`src/rtl/code_set_detector_pkg.sv`:
```
// Shared constants and stretch-state encoding for the code set detector and its indicators.
package code_det_pkg;

  localparam int CSD_WIDTH   = 4;
  localparam int CSD_STRETCH = 8;
  localparam int CSD_CNT_W   = 8;

  typedef enum logic [0:0] {
    ST_IDLE = 1'b0,
    ST_HOLD = 1'b1
  } stretch_st_e;

endpackage

```
`src/rtl/code_set_detector_if.sv`:
```
// Code input, table configuration and indicator outputs of the code set detector.
interface code_set_detector_if import code_det_pkg::*; #(
  parameter int WIDTH = CSD_WIDTH,
  parameter int CNT_W = CSD_CNT_W
);

  logic             in_valid;
  logic [WIDTH-1:0] in_code;
  logic             cfg_we;
  logic [WIDTH-1:0] cfg_addr;
  logic             cfg_bit;
  logic             clr_count;
  logic             match;
  logic             led;
  logic [CNT_W-1:0] hit_count;

  modport master (
    output in_valid, in_code, cfg_we, cfg_addr, cfg_bit, clr_count,
    input  match, led, hit_count
  );

  modport slave (
    input  in_valid, in_code, cfg_we, cfg_addr, cfg_bit, clr_count,
    output match, led, hit_count
  );

endinterface

```
`src/rtl/code_set_detector_led_stretcher.sv`:
```
// Holds led high for exactly STRETCH cycles after the last trig cycle; retrigger reloads with no gap.
//   state   | meaning
//   S_IDLE  | led off, waiting for trig
//   S_HOLD  | led on, r_cnt counts down the remaining hold cycles
module led_stretcher import code_det_pkg::*; #(
  parameter int STRETCH = CSD_STRETCH
) (
  input  logic clk,
  input  logic rst_n,
  input  logic trig,
  output logic led
);

  localparam int              CW     = $clog2(STRETCH + 1);
  localparam logic [CW-1:0]   RELOAD = CW'(STRETCH - 1);
  localparam logic [0:0]      S_IDLE = ST_IDLE;
  localparam logic [0:0]      S_HOLD = ST_HOLD;

  logic [0:0]    r_state;
  logic [CW-1:0] r_cnt;

  always_ff @(posedge clk or negedge rst_n) begin
    if (!rst_n) begin
      r_state <= S_IDLE;
      r_cnt   <= '0;
    end else begin
      case (r_state)
        S_IDLE: begin
          if (trig) begin
            r_state <= S_HOLD;
            r_cnt   <= RELOAD;
          end
        end
        default: begin
          if (trig) begin
            r_cnt <= RELOAD;
          end else if (r_cnt == '0) begin
            r_state <= S_IDLE;
          end else begin
            r_cnt <= r_cnt - CW'(1);
          end
        end
      endcase
    end
  end

  // Decoded from the state flop so an asynchronous reset drops led immediately.
  assign led = (r_state == S_HOLD);

endmodule

```
`src/rtl/code_set_detector.sv`:
```
// Registered membership lookup of valid codes against a programmable bit table,
// with a stretched LED indicator and a saturating hit counter.
module code_set_detector import code_det_pkg::*; #(
  parameter int                    WIDTH      = CSD_WIDTH,
  parameter logic [(1<<WIDTH)-1:0] TABLE_INIT = '0,
  parameter int                    STRETCH    = CSD_STRETCH,
  parameter int                    CNT_W      = CSD_CNT_W
) (
  input logic                clk,
  input logic                rst_n,
  code_set_detector_if.slave bus
);

  localparam int DEPTH = 1 << WIDTH;

  logic [DEPTH-1:0] r_table;
  logic             r_match;
  logic [CNT_W-1:0] r_hit;
  logic             w_lookup;
  logic             w_led;

  // Gated by in_valid so an unknown in_code never reaches the match flop.
  assign w_lookup = bus.in_valid ? r_table[bus.in_code] : 1'b0;

  // Lookup and write share the edge, so a same-cycle write is seen only by later lookups.
  always_ff @(posedge clk or negedge rst_n) begin
    if (!rst_n) begin
      r_table <= TABLE_INIT;
    end else if (bus.cfg_we) begin
      r_table[bus.cfg_addr] <= bus.cfg_bit;
    end
  end

  always_ff @(posedge clk or negedge rst_n) begin
    if (!rst_n) begin
      r_match <= 1'b0;
    end else begin
      r_match <= w_lookup;
    end
  end

  always_ff @(posedge clk or negedge rst_n) begin
    if (!rst_n) begin
      r_hit <= '0;
    end else if (bus.clr_count) begin
      r_hit <= '0;
    end else if (r_match && (r_hit != {CNT_W{1'b1}})) begin
      r_hit <= r_hit + CNT_W'(1);
    end
  end

  led_stretcher #(
    .STRETCH (STRETCH)
  ) u_led (
    .clk   (clk),
    .rst_n (rst_n),
    .trig  (r_match),
    .led   (w_led)
  );

  assign bus.match     = r_match;
  assign bus.led       = w_led;
  assign bus.hit_count = r_hit;

endmodule

```
`src/flat_wrapper.sv`:
```
// flat-port wrapper written by rule: the top's interface ports become plain ports
module code_set_detector_flat import code_det_pkg::*;
#(
  parameter int                    WIDTH      = CSD_WIDTH,
  parameter logic [(1<<WIDTH)-1:0] TABLE_INIT = '0,
  parameter int                    STRETCH    = CSD_STRETCH,
  parameter int                    CNT_W      = CSD_CNT_W
)
  (clk, rst_n, bus_in_valid, bus_in_code, bus_cfg_we, bus_cfg_addr, bus_cfg_bit, bus_clr_count, bus_match, bus_led, bus_hit_count);
  code_set_detector_if #(.WIDTH(WIDTH), .CNT_W(CNT_W)) bus_i ();
  input logic clk;
  input logic rst_n;
  input wire logic [$bits(bus_i.in_valid)-1:0] bus_in_valid;
  input wire logic [$bits(bus_i.in_code)-1:0] bus_in_code;
  input wire logic [$bits(bus_i.cfg_we)-1:0] bus_cfg_we;
  input wire logic [$bits(bus_i.cfg_addr)-1:0] bus_cfg_addr;
  input wire logic [$bits(bus_i.cfg_bit)-1:0] bus_cfg_bit;
  input wire logic [$bits(bus_i.clr_count)-1:0] bus_clr_count;
  output wire logic [$bits(bus_i.match)-1:0] bus_match;
  output wire logic [$bits(bus_i.led)-1:0] bus_led;
  output wire logic [$bits(bus_i.hit_count)-1:0] bus_hit_count;
  assign bus_i.in_valid = bus_in_valid;
  assign bus_i.in_code = bus_in_code;
  assign bus_i.cfg_we = bus_cfg_we;
  assign bus_i.cfg_addr = bus_cfg_addr;
  assign bus_i.cfg_bit = bus_cfg_bit;
  assign bus_i.clr_count = bus_clr_count;
  assign bus_match = bus_i.match;
  assign bus_led = bus_i.led;
  assign bus_hit_count = bus_i.hit_count;
  code_set_detector #(.WIDTH(WIDTH), .TABLE_INIT(TABLE_INIT), .STRETCH(STRETCH), .CNT_W(CNT_W)) u_core (.clk(clk), .rst_n(rst_n), .bus(bus_i));
endmodule
```
`config.mk`:
```
export PLATFORM = sky130hd
export DESIGN_NAME = code_set_detector_flat
export DESIGN_NICKNAME = d
export VERILOG_FILES = /design/src/rtl/code_set_detector_pkg.sv /design/src/rtl/code_set_detector_if.sv /design/src/rtl/code_set_detector_led_stretcher.sv /design/src/rtl/code_set_detector.sv /design/src/flat_wrapper.sv
export SDC_FILE = /design/constraint.sdc
export NUM_CORES = 1
export LEC_CHECK = 0
export CELL_PAD_IN_SITES_DETAIL_PLACEMENT = 1
export CELL_PAD_IN_SITES_GLOBAL_PLACEMENT = 1
export CORE_UTILIZATION = 40
export CTS_CLUSTER_DIAMETER = 120
export CTS_CLUSTER_SIZE = 40
export DETAILED_ROUTE_END_ITERATION = 7
export GPL_TIMING_DRIVEN = 0
export HOLD_SLACK_MARGIN = 0.03
export PLACE_DENSITY = 0.72
export REMOVE_ABC_BUFFERS = 1
export SYNTH_ARGS = -nofsm -noshare
export SYNTH_HDL_FRONTEND = slang
export SYNTH_SLANG_ARGS = --single-unit
```
`constraint.sdc`:
```
create_clock -name clk -period 2.18 [get_ports clk]
set_clock_uncertainty 0.2 [all_clocks]
set_input_delay 0.436 -clock clk [delete_from_list [all_inputs] [get_ports clk]]
set_output_delay 0.436 -clock clk [all_outputs]
set_load 0.005 [all_outputs]
```
==> Word-level counts from Yosys, hierarchy flattened <==
Cells that the tools add are included.
{ "totals": {"ram_bits": 0, "latch_bits": 0, "inputBits": 14, "rom_bits": 0, "output_inout_bits": 10, "regBits": 30, "elab_cells": 34, "mem_count": 0} }
{ "classes": {"bitwise": 0, "n_eq_ne": 2, "shift": 0, "n_mul": 0, "div_mod_pow": 0, "mux": 16, "n_addsub": 2, "reduce_logical": 6, "n_lt_le_gt_ge": 3} }
{ "ops": {"columns": ["cell", "count"], "rows": [
  ["bitwise mux 16 bit", 1],
  ["2-to-1 mux 4 bit", 4],
  ["2-to-1 mux 8 bit", 2],
  ["< comparator 4 x 5 -> 1 bit, second input constant", 2],
  ["adder 8 x 1 -> 8 bit, second input constant", 1],
  ["inequality test 8 bit, second input constant", 1],
  ["2-to-1 mux 1 bit", 7],
  ["binary-select mux 1 bit (select 4 bit)", 1],
  ["demux 1 bit (select 4 bit)", 1],
  ["greater-or-equal comparator 4 x 1 -> 1 bit, second input constant", 1],
  ["zero test 4 bit", 1],
  ["nonzero test 2 bit", 2],
  ["subtractor 4 x 1 -> 4 bit, second input constant", 1],
  ["logical AND 1 bit", 2],
  ["inequality test 2 x 1 -> 1 bit, second input constant", 1],
  ["AND reduction 2 bit", 1]
]} }

==> Depth between registers and ports, before layout <==
Gate-level depths: netlist of run 1.
{ "logic_depth": {"word_depth": 5, "depth_mapped": 6, "mapped_depth_nobuf": 6} }

==> Hierarchy <==
A second synthesis of run 1 with hierarchy kept.
{ "unflattened": {"hier_cells": 142, "area_unflattened_um2": 1581.5} }
{ "by_module_without_submodules": {"columns": ["module", "cells_each", "seq_area_each_um2", "area_each_um2", "instances"], "rows": [
  ["code_set_detector", 116, 625.6, 1303.8, 1],
  ["led_stretcher", 26, 125.1, 277.8, 1]
]} }

==> Worst setup path after synthesis of run 1 <==
No wires, ideal clock.
{ "synth_path": {"kind": "reg-to-reg", "start": "register u_core.u_led.r_cnt[0]", "end": "register u_core.u_led.r_cnt[0]", "n_path_buf": 0, "arrival_ps": 1359, "stages_incl_launch_ff": 7, "t_required_ps": 1858, "synth_period_minus_slack_ps": 1681, "setup_slack_ps": 499, "setup_ps": 122, "path_cell_list": "dfrtp_1 inv_1 ha_1 or3b_2 nand2_1 xnor2_1 nand2_1"} }
{ "synth_via": {"elab_chain_len": 4, "word_cells_on_any_way": 7, "classes_between": "add/sub (1); eq/ne (1); mux (3); reduce/logical (2)"} }
{ "synth_lines": {"columns": ["item", "line_no", "rtl"], "rows": [
  ["from (decl)", "code_set_detector_led_stretcher.sv:20", "logic [CW-1:0] r_cnt;"],
  ["from (signal assigned)", "code_set_detector_led_stretcher.sv:40", "r_cnt <= r_cnt - CW'(1);"],
  ["subtractor 4 x 1 -> 4 bit", "code_set_detector_led_stretcher.sv:40", null],
  ["2-to-1 mux 4 bit", "code_set_detector_led_stretcher.sv:37", "end else if (r_cnt == '0) begin"],
  ["2-to-1 mux 4 bit", "code_set_detector_led_stretcher.sv:35", "if (trig) begin"],
  ["2-to-1 mux 4 bit", "code_set_detector_led_stretcher.sv:27", "case (r_state)"]
]} }
Several ways; a longest one is shown, not always the timed one. The select of a mux whose other input is x is not followed.
A chain may end at the register's enable or synchronous reset.

==> results of run 1 <==
## worst register-to-register path, cell delays in order (launching register included)
cell and delay [ps]:
dfrtp_1 380, inv_1 110, ha_1 150, or3b_2 470
nand2_1 160, xnor2_1 130, nand2_1 60
## layout make-up
type | instances | area, sq um
fill | 418 | 1793
sequential | 30 | 750.7
multi-input combinational | 103 | 749.5
timing repair buffer | 23 | 225.2
clock buffer | 7 | 86.33
tap | 48 | 60.06
inverter | 5 | 18.77
clock inverter | 1 | 5.005
## cell usage in the layout (no fill, tap or decap), drive strengths merged
cell,instances
nor2,15
clkdlybuf4s50,22
nor3,6
buf,1
clkinv,1
nand4,1
nand2,11
mux2,16
a211oi,2
xor2,2
o22ai,1
nand3b,3
dfrtp,30
a21oi,4
or3b,1
xnor2,4
or4,1
inv,5
a311oi,2
o41ai,1
mux4,2
mux2i,5
o211ai,3
nand2b,3
a31oi,1
nor3b,1
and3,3
clkbuf,7
nand3,9
ha,3
nor2b,3
## report_power, final
group	switching, mW	total (mW)	internal (mW)
registers	0.0756	0.748	0.673
logic	0.159	0.357	0.198
clock network	0.209	0.463	0.254
## worst paths after layout
check | startpoint | endpoint | cells after the start
worst max-delay path | bus_cfg_we | u_core.r_table[8] | 4
worst min-delay path | rst_n | u_core.bus.hit_count[0] | 1
worst max register to register | u_core.u_led.r_cnt[0] | u_core.u_led.r_cnt[0] | 6
worst min register to register | u_core.r_table[10] | u_core.r_table[10] | 1
max in group asynchronous | rst_n | u_core.r_table[6] | 1
min in group clk | u_core.r_table[10] | u_core.r_table[10] | 1
## cell usage after synthesis
cell type / n / area [sq um]
xor2_1: 2 / 17.52
o211ai_1: 3 / 22.52
mux2i_1: 5 / 50.05
nand4_1: 1 / 6.260
nand2b_1: 3 / 18.77
buf_6: 1 / 11.26
dfrtp_1: 30 / 750.7
nand3_2: 1 / 10.01
a311oi_1: 2 / 17.52
nor2b_1: 3 / 18.77
o41ai_1: 1 / 8.760
nor2_1: 15 / 56.30
inv_1: 5 / 18.77
xnor2_1: 4 / 35.03
mux2_2: 16 / 180.2
nand3b_1: 3 / 22.52
buf_1: 1 / 3.750
mux4_2: 2 / 45.04
nor3b_1: 1 / 7.510
nor3_1: 6 / 30.03
buf_2: 1 / 5.000
a21oi_1: 4 / 20.02
a211oi_1: 2 / 15.01
nand3_1: 8 / 40.04
nand2_1: 11 / 41.29
ha_1: 3 / 37.54
or4_1: 1 / 7.510
o22ai_1: 1 / 6.260
or3b_2: 1 / 8.760
a31oi_1: 1 / 6.260
and3_2: 1 / 7.510
clkbuf_1: 3 / 11.26
and3_1: 2 / 12.51
## routing by layer
| metal | wire [microns] | global-route usage, % | share of wire [%] |
|---|---|---|---|
| met3 | 139 | 6.429 | 4.2 |
| met2 | 1675 | 33.29 | 51 |
| met1 | 1397 | 19.95 | 43 |
| met5 | 0 | 0 | 0 |
| met4 | 64 | 8.333 | 2.0 |
## sequential cells by signal, indices dropped and copies added, names as in the netlist
register	count
u_core.bus.hit_count	8
u_core.bus.match	1
u_core.r_table	16
u_core.u_led.led	1
u_core.u_led.r_cnt	4
## kinds of logic (layout without fill, tap and decap cells)
kind of cell	count (synthesis)	count (layout)	share of synthesized area, %
flops	30	30	48.43
simple gates	57	57	18.56
fa+ha+maj	3	3	2.422
mux	23	23	17.76
xor+xnor	6	6	3.390
compound gates	14	14	6.215
buf+inv	11	36	3.228
==> key figures, run 1 <==
Critical path
  – Setup slack, reg-to-reg: roughly 390 ps
  – Worst Setup End Kind: register
  – WS Path Type: in2reg
  – Crit path buf inv count: 1
  – Worst-path cell chain: clkdlybuf4s50_1 -> nor3b_1 -> nor2b_1 -> mux2_2
  – Crit-path leading delay family: simple AND/OR/NAND/NOR gates
  – Largest stage delay on the critical path: 530 ps
  – Critical Path Source Type: input pin
  – CP required: roughly 2200 ps
  – Crit path max-delay cell type: clkdlybuf4s50_1
  – Crit-path max FO: 4
  – Worst EP arrival: between 2000 and 2500 ps

Timing
  – Relative slew slack: about 55%
  – TNS Setup: 0 ps
  – RSZ-0062 raised after global routing: false
  – Slew @ Worst Pin: 674.0 ps
  – Final Max Slew Viols: 0
  – Tmin final: a little over 2000 ps
  – F_max: ~500 MHz
  – Final Hold Fails: 24
  – Worst setup margin: 122.3 ps
  – Crit share post-route: about 94%
  – Finish-stage setup viols: 0
  – Fin Hold WS: -24.35 ps

Clock network
  – Clock root buffer: clkbuf_8
  – Hold Buf Count CTS: 0
  – Post-CTS setup buffers: 0
  – CTS Buffer Depth: 2
  – CTS HTree Levels: 2
  – Clk pin slew, worst setup/hold paths: roughly 70 ps
  – TritonCTS clock tree: built
  – TritonCTS Buffers: 5
  – Sink Count: 30
  – Resized Gates After CTS: 0
  – Worst skew pair latency: 280 ps

Die
  – Rows: 22
  – Top Ports: 24
  – Die area: between 0.004 and 0.005 sq mm
  – Die Y: roughly 64 microns
  – Initial Utilization: 42.03%
  – Die W: between 60 and 70 microns
  – Core area: roughly 0.0037 sq mm

Power and ir drop
  – Total power: ~1.6 mW
  – PwrDens: between 800 and 900 mW/mm^2
  – IR drop worst, VDD: ~0.34 mV
  – Leakage Power: 0.7780 nW

Cells and area
  – Inserted Diodes: 0
  – Area Growth Syn to Fin: 22.28%
  – Fin util: approximately 50%
  – Final cell count without fillers: approximately 220
  – Share of layout cells above drive strength 1: around 17%
  – Fin area: 0.001896 sq mm
  – Final net count: 185

Detailed routing
  – Routed vias/inst: 5.387
  – DRT Pass-1 Iters: 4
  – First-iteration detailed-routing DRC count: 93
  – Total wire length: between 3000 and 4000 microns
  – Final ANT Viol Nets: 0
  – # DRC: 0
  – Via count: around 1200
  – Routed length per instance: ~15 microns

Synth
  – Synth warn: 0
  – Synth Register Bits: 30
  – Post-synth cell types: 33
  – Sequential share of the synthesized area: between 40% and 50%
  – Mean Syn Cell Area: 10.77 sq um
  – Synthesized area: 0.001550 sq mm
  – Cells after Synth: between 100 and 150

Status
  – Outcome: finished, violations left
  – Failing checks: negative hold slack

Global routing
  – Initial antenna violation count: 0
  – Vias in the first global route: about 1200
  – Total GRT Usage: 18.79%
  – Pin count of the biggest net entering global routing: 31
  – Total grt overflow: 0
  – First-pass GRT wire length: roughly 5700 microns

Hold path
  – Worst min-delay path class: in2async

Job
  – Max Cap Viol: 0

Placement
  – HPWL Detailed: about 2500 microns
  – Final RePlAce weighted congestion: roughly 0.74
  – Pre-CTS WS: -205.0 ps
  – I/O Buffers: 23
  – Inst Count DP: between 200 and 250
  – Placed cell area: about 0.0018 sq mm
No activity file was read; power rests on OpenSTA's default activity.
==> inputs of run 2 (changes only) <==
--- a/config.mk
+++ b/config.mk
@@ -7,13 +7,12 @@
 export LEC_CHECK = 0
 export CELL_PAD_IN_SITES_DETAIL_PLACEMENT = 1
 export CELL_PAD_IN_SITES_GLOBAL_PLACEMENT = 1
-export CORE_UTILIZATION = 40
+export CORE_UTILIZATION = 41
 export CTS_CLUSTER_DIAMETER = 120
 export CTS_CLUSTER_SIZE = 40
 export DETAILED_ROUTE_END_ITERATION = 7
-export GPL_TIMING_DRIVEN = 0
 export HOLD_SLACK_MARGIN = 0.03
-export PLACE_DENSITY = 0.72
+export PLACE_DENSITY = 0.74
 export REMOVE_ABC_BUFFERS = 1
 export SYNTH_ARGS = -nofsm -noshare
 export SYNTH_HDL_FRONTEND = slang
==> run 2 against run 1 <==
The flow now finishes without violations. Fmax rose by 8.0%. Highest routed layer unchanged. Sequential share of layout area fell by 1.4 points. Critical path depth fell by 3.
==> key figures, run 2 (synthesis gave the netlist of run 1 again) <==
Critical path
  – Worst-path cell chain: clkdlybuf4s50_1
  – Largest stage delay on the critical path: 540 ps
  – Setup slack, reg-to-reg: between 300 and 400 ps
  – Crit-path leading delay family: buffers and inverters
  – Crit Reg-Reg Endpoint: u_core.u_led.r_cnt[0]
  – Worst R2R Start: u_core.u_led.r_cnt[0]
  – Worst EP arrival: 1270 ps
  – Critical Path Source Type: register
  – Crit path buf inv count: 1
  – CP required: around 1500 ps
  – WS Path Type: reg2out
  – Worst Setup End Kind: output port
  – Count of cells along the worst register-to-register path: 6
  – Crit path max-delay cell type: clkdlybuf4s50_1
  – Crit-path max FO: 7

Die
  – Core area: 0.003468 sq mm
  – Top Ports: 24
  – Initial Utilization: between 40% and 50%
  – Rows: 21
  – Die W: around 63 microns
  – Die area: just over 0.004 sq mm
  – Die Y: 63.49 microns

Placement
  – I/O Buffers: 23
  – Final RePlAce weighted congestion: around 0.84
  – Placed cell area: approximately 0.0019 sq mm
  – HPWL Detailed: 2661 microns

Detailed routing
  – DRT Pass-1 Iters: 4
  – Routed vias/inst: 5.314
  – Final ANT Viol Nets: 0
  – First-iteration detailed-routing DRC count: 26
  – Routed length per instance: about 16 microns
  – # DRC: 0
  – Total wire length: ~3600 microns
  – Via count: 1169

Timing
  – Crit share post-route: 87.36%
  – Tmin final: 1905 ps
  – Relative slew slack: approximately 68%
  – Slew @ Worst Pin: slightly below 500 ps
  – Final Hold Fails: 0
  – F_max: 525.1 MHz
  – Finish-stage setup viols: 0
  – Final Max Slew Viols: 0
  – RSZ-0062 raised after global routing: false
  – TNS Setup: 0 ps

Cells and area
  – Final net count: about 190
  – Most frequent cells in the layout: 30 x dfrtp_1, 23 x clkdlybuf4s50_1, 16 x mux2_2
  – Multi-input gate area: ~750 sq um
  – Max reg flops: 16
  – Sequential cell area: between 700 and 800 sq um
  – Inserted Diodes: 0
  – Share of layout cells above drive strength 1: 19.54%
  – Fin area: between 0.0015 and 0.002 sq mm
  – FILL cells: a little under 400
  – Most common cell after layout, fill and taps aside: dfrtp_1
  – Area Growth Syn to Fin: 26.71%
  – Most flop-heavy register: u_core.r_table

Clock network
  – Post-CTS setup buffers: 0
  – TritonCTS Buffers: 5
  – Sink Count: 30
  – Resized Gates After CTS: 0
  – Worst skew pair latency: roughly 280 ps
  – CTS HTree Levels: 2
  – TritonCTS clock tree: built
  – Clk pin slew, worst setup/hold paths: ~60 ps
  – Hold Buf Count CTS: 0
  – CTS Buffer Depth: 2
  – Clock root buffer: clkbuf_8

Power and ir drop
  – IR drop worst, VDD: between 0.4 and 0.5 mV
  – PwrDens: approximately 860 mW/mm^2
  – Leakage Power: a little over 0.8 nW

Global routing
  – Vias in the first global route: approximately 1300
  – Initial antenna violation count: 0
  – Total GRT Usage: 20.26%
  – Pin count of the biggest net entering global routing: 31
  – First-pass GRT wire length: roughly 6200 microns
  – Total grt overflow: 0

Job
  – Max Cap Viol: 0

Status
  – Outcome: completed

Hold path
  – Hold_sp: u_core.r_table[4]
  – Worst min-delay path class: reg2reg
  – Hold depth: 1
  – Min-Delay Endpoint: u_core.r_table[4]
## run 2: cell count changes in the layout (fill, tap and decap cells not counted)
cell,delta
clkinv_2,-1
buf_4,+6
bufinv_16,+1
buf_2,-1
clkdlybuf4s50_1,+1
clkbuf_1,-1
## run 2: per-layer routing
layer	global-route usage, %	vias up	part of all wire, %	wire [microns]
li1	-	564	-	-
met1	27.84	588	50	1776
met5	0	-	0	0
met4	4.261	0	0.68	24
met2	31.65	14	46	1652
met3	5.616	3	2.8	100
## run 2: where the power goes
| part | total (mW) | switching [mW] | internal (mW) |
|---|---|---|---|
| Clock | 0.566 | 0.201 | 0.365 |
| Sequential | 0.744 | 0.0713 | 0.673 |
| Combinational | 0.380 | 0.174 | 0.206 |
## run 2: worst max-delay path by stage
stage	start	to	depth (start not counted)
after detailed placement	bus_in_code[0]	u_core.bus.match	4
after global routing	u_core.bus.hit_count[2]	bus_hit_count[2]	1
after floorplan	u_core.u_led.r_cnt[0]	u_core.u_led.r_cnt[0]	6
final	u_core.bus.hit_count[2]	bus_hit_count[2]	1
after CTS	u_core.bus.hit_count[2]	bus_hit_count[2]	1
after global placement	bus_in_code[0]	u_core.bus.match	4
## run 2: per-stage QoR
step | total power, mW | utilization, % | setup slack (ps) | cells | hold WS [ps]
after floorplan | 0.9770 | - | 499.0 | 138 | -59.59
after global placement | 1.110 | 53.39 | 92.72 | 213 | 286.5
after detailed placement | 1.138 | 53.39 | 9.498 | 213 | 302.3
after CTS | 1.710 | 56.64 | 267.3 | 220 | 313.9
after global routing | 1.789 | 56.64 | 198.4 | 220 | 316.2
final | 1.690 | 56.64 | 275.5 | 220 | 307.8
## run 2: cell type report
type,count,area share [%]
Multi-Input combinational cell,103,38.15
Inverter,5,0.9554
Clock inverter,1,1.529
Sequential cell,30,38.22
Timing Repair Buffer,29,14.01
Clock buffer,6,4.204
Tap cell,46,2.930
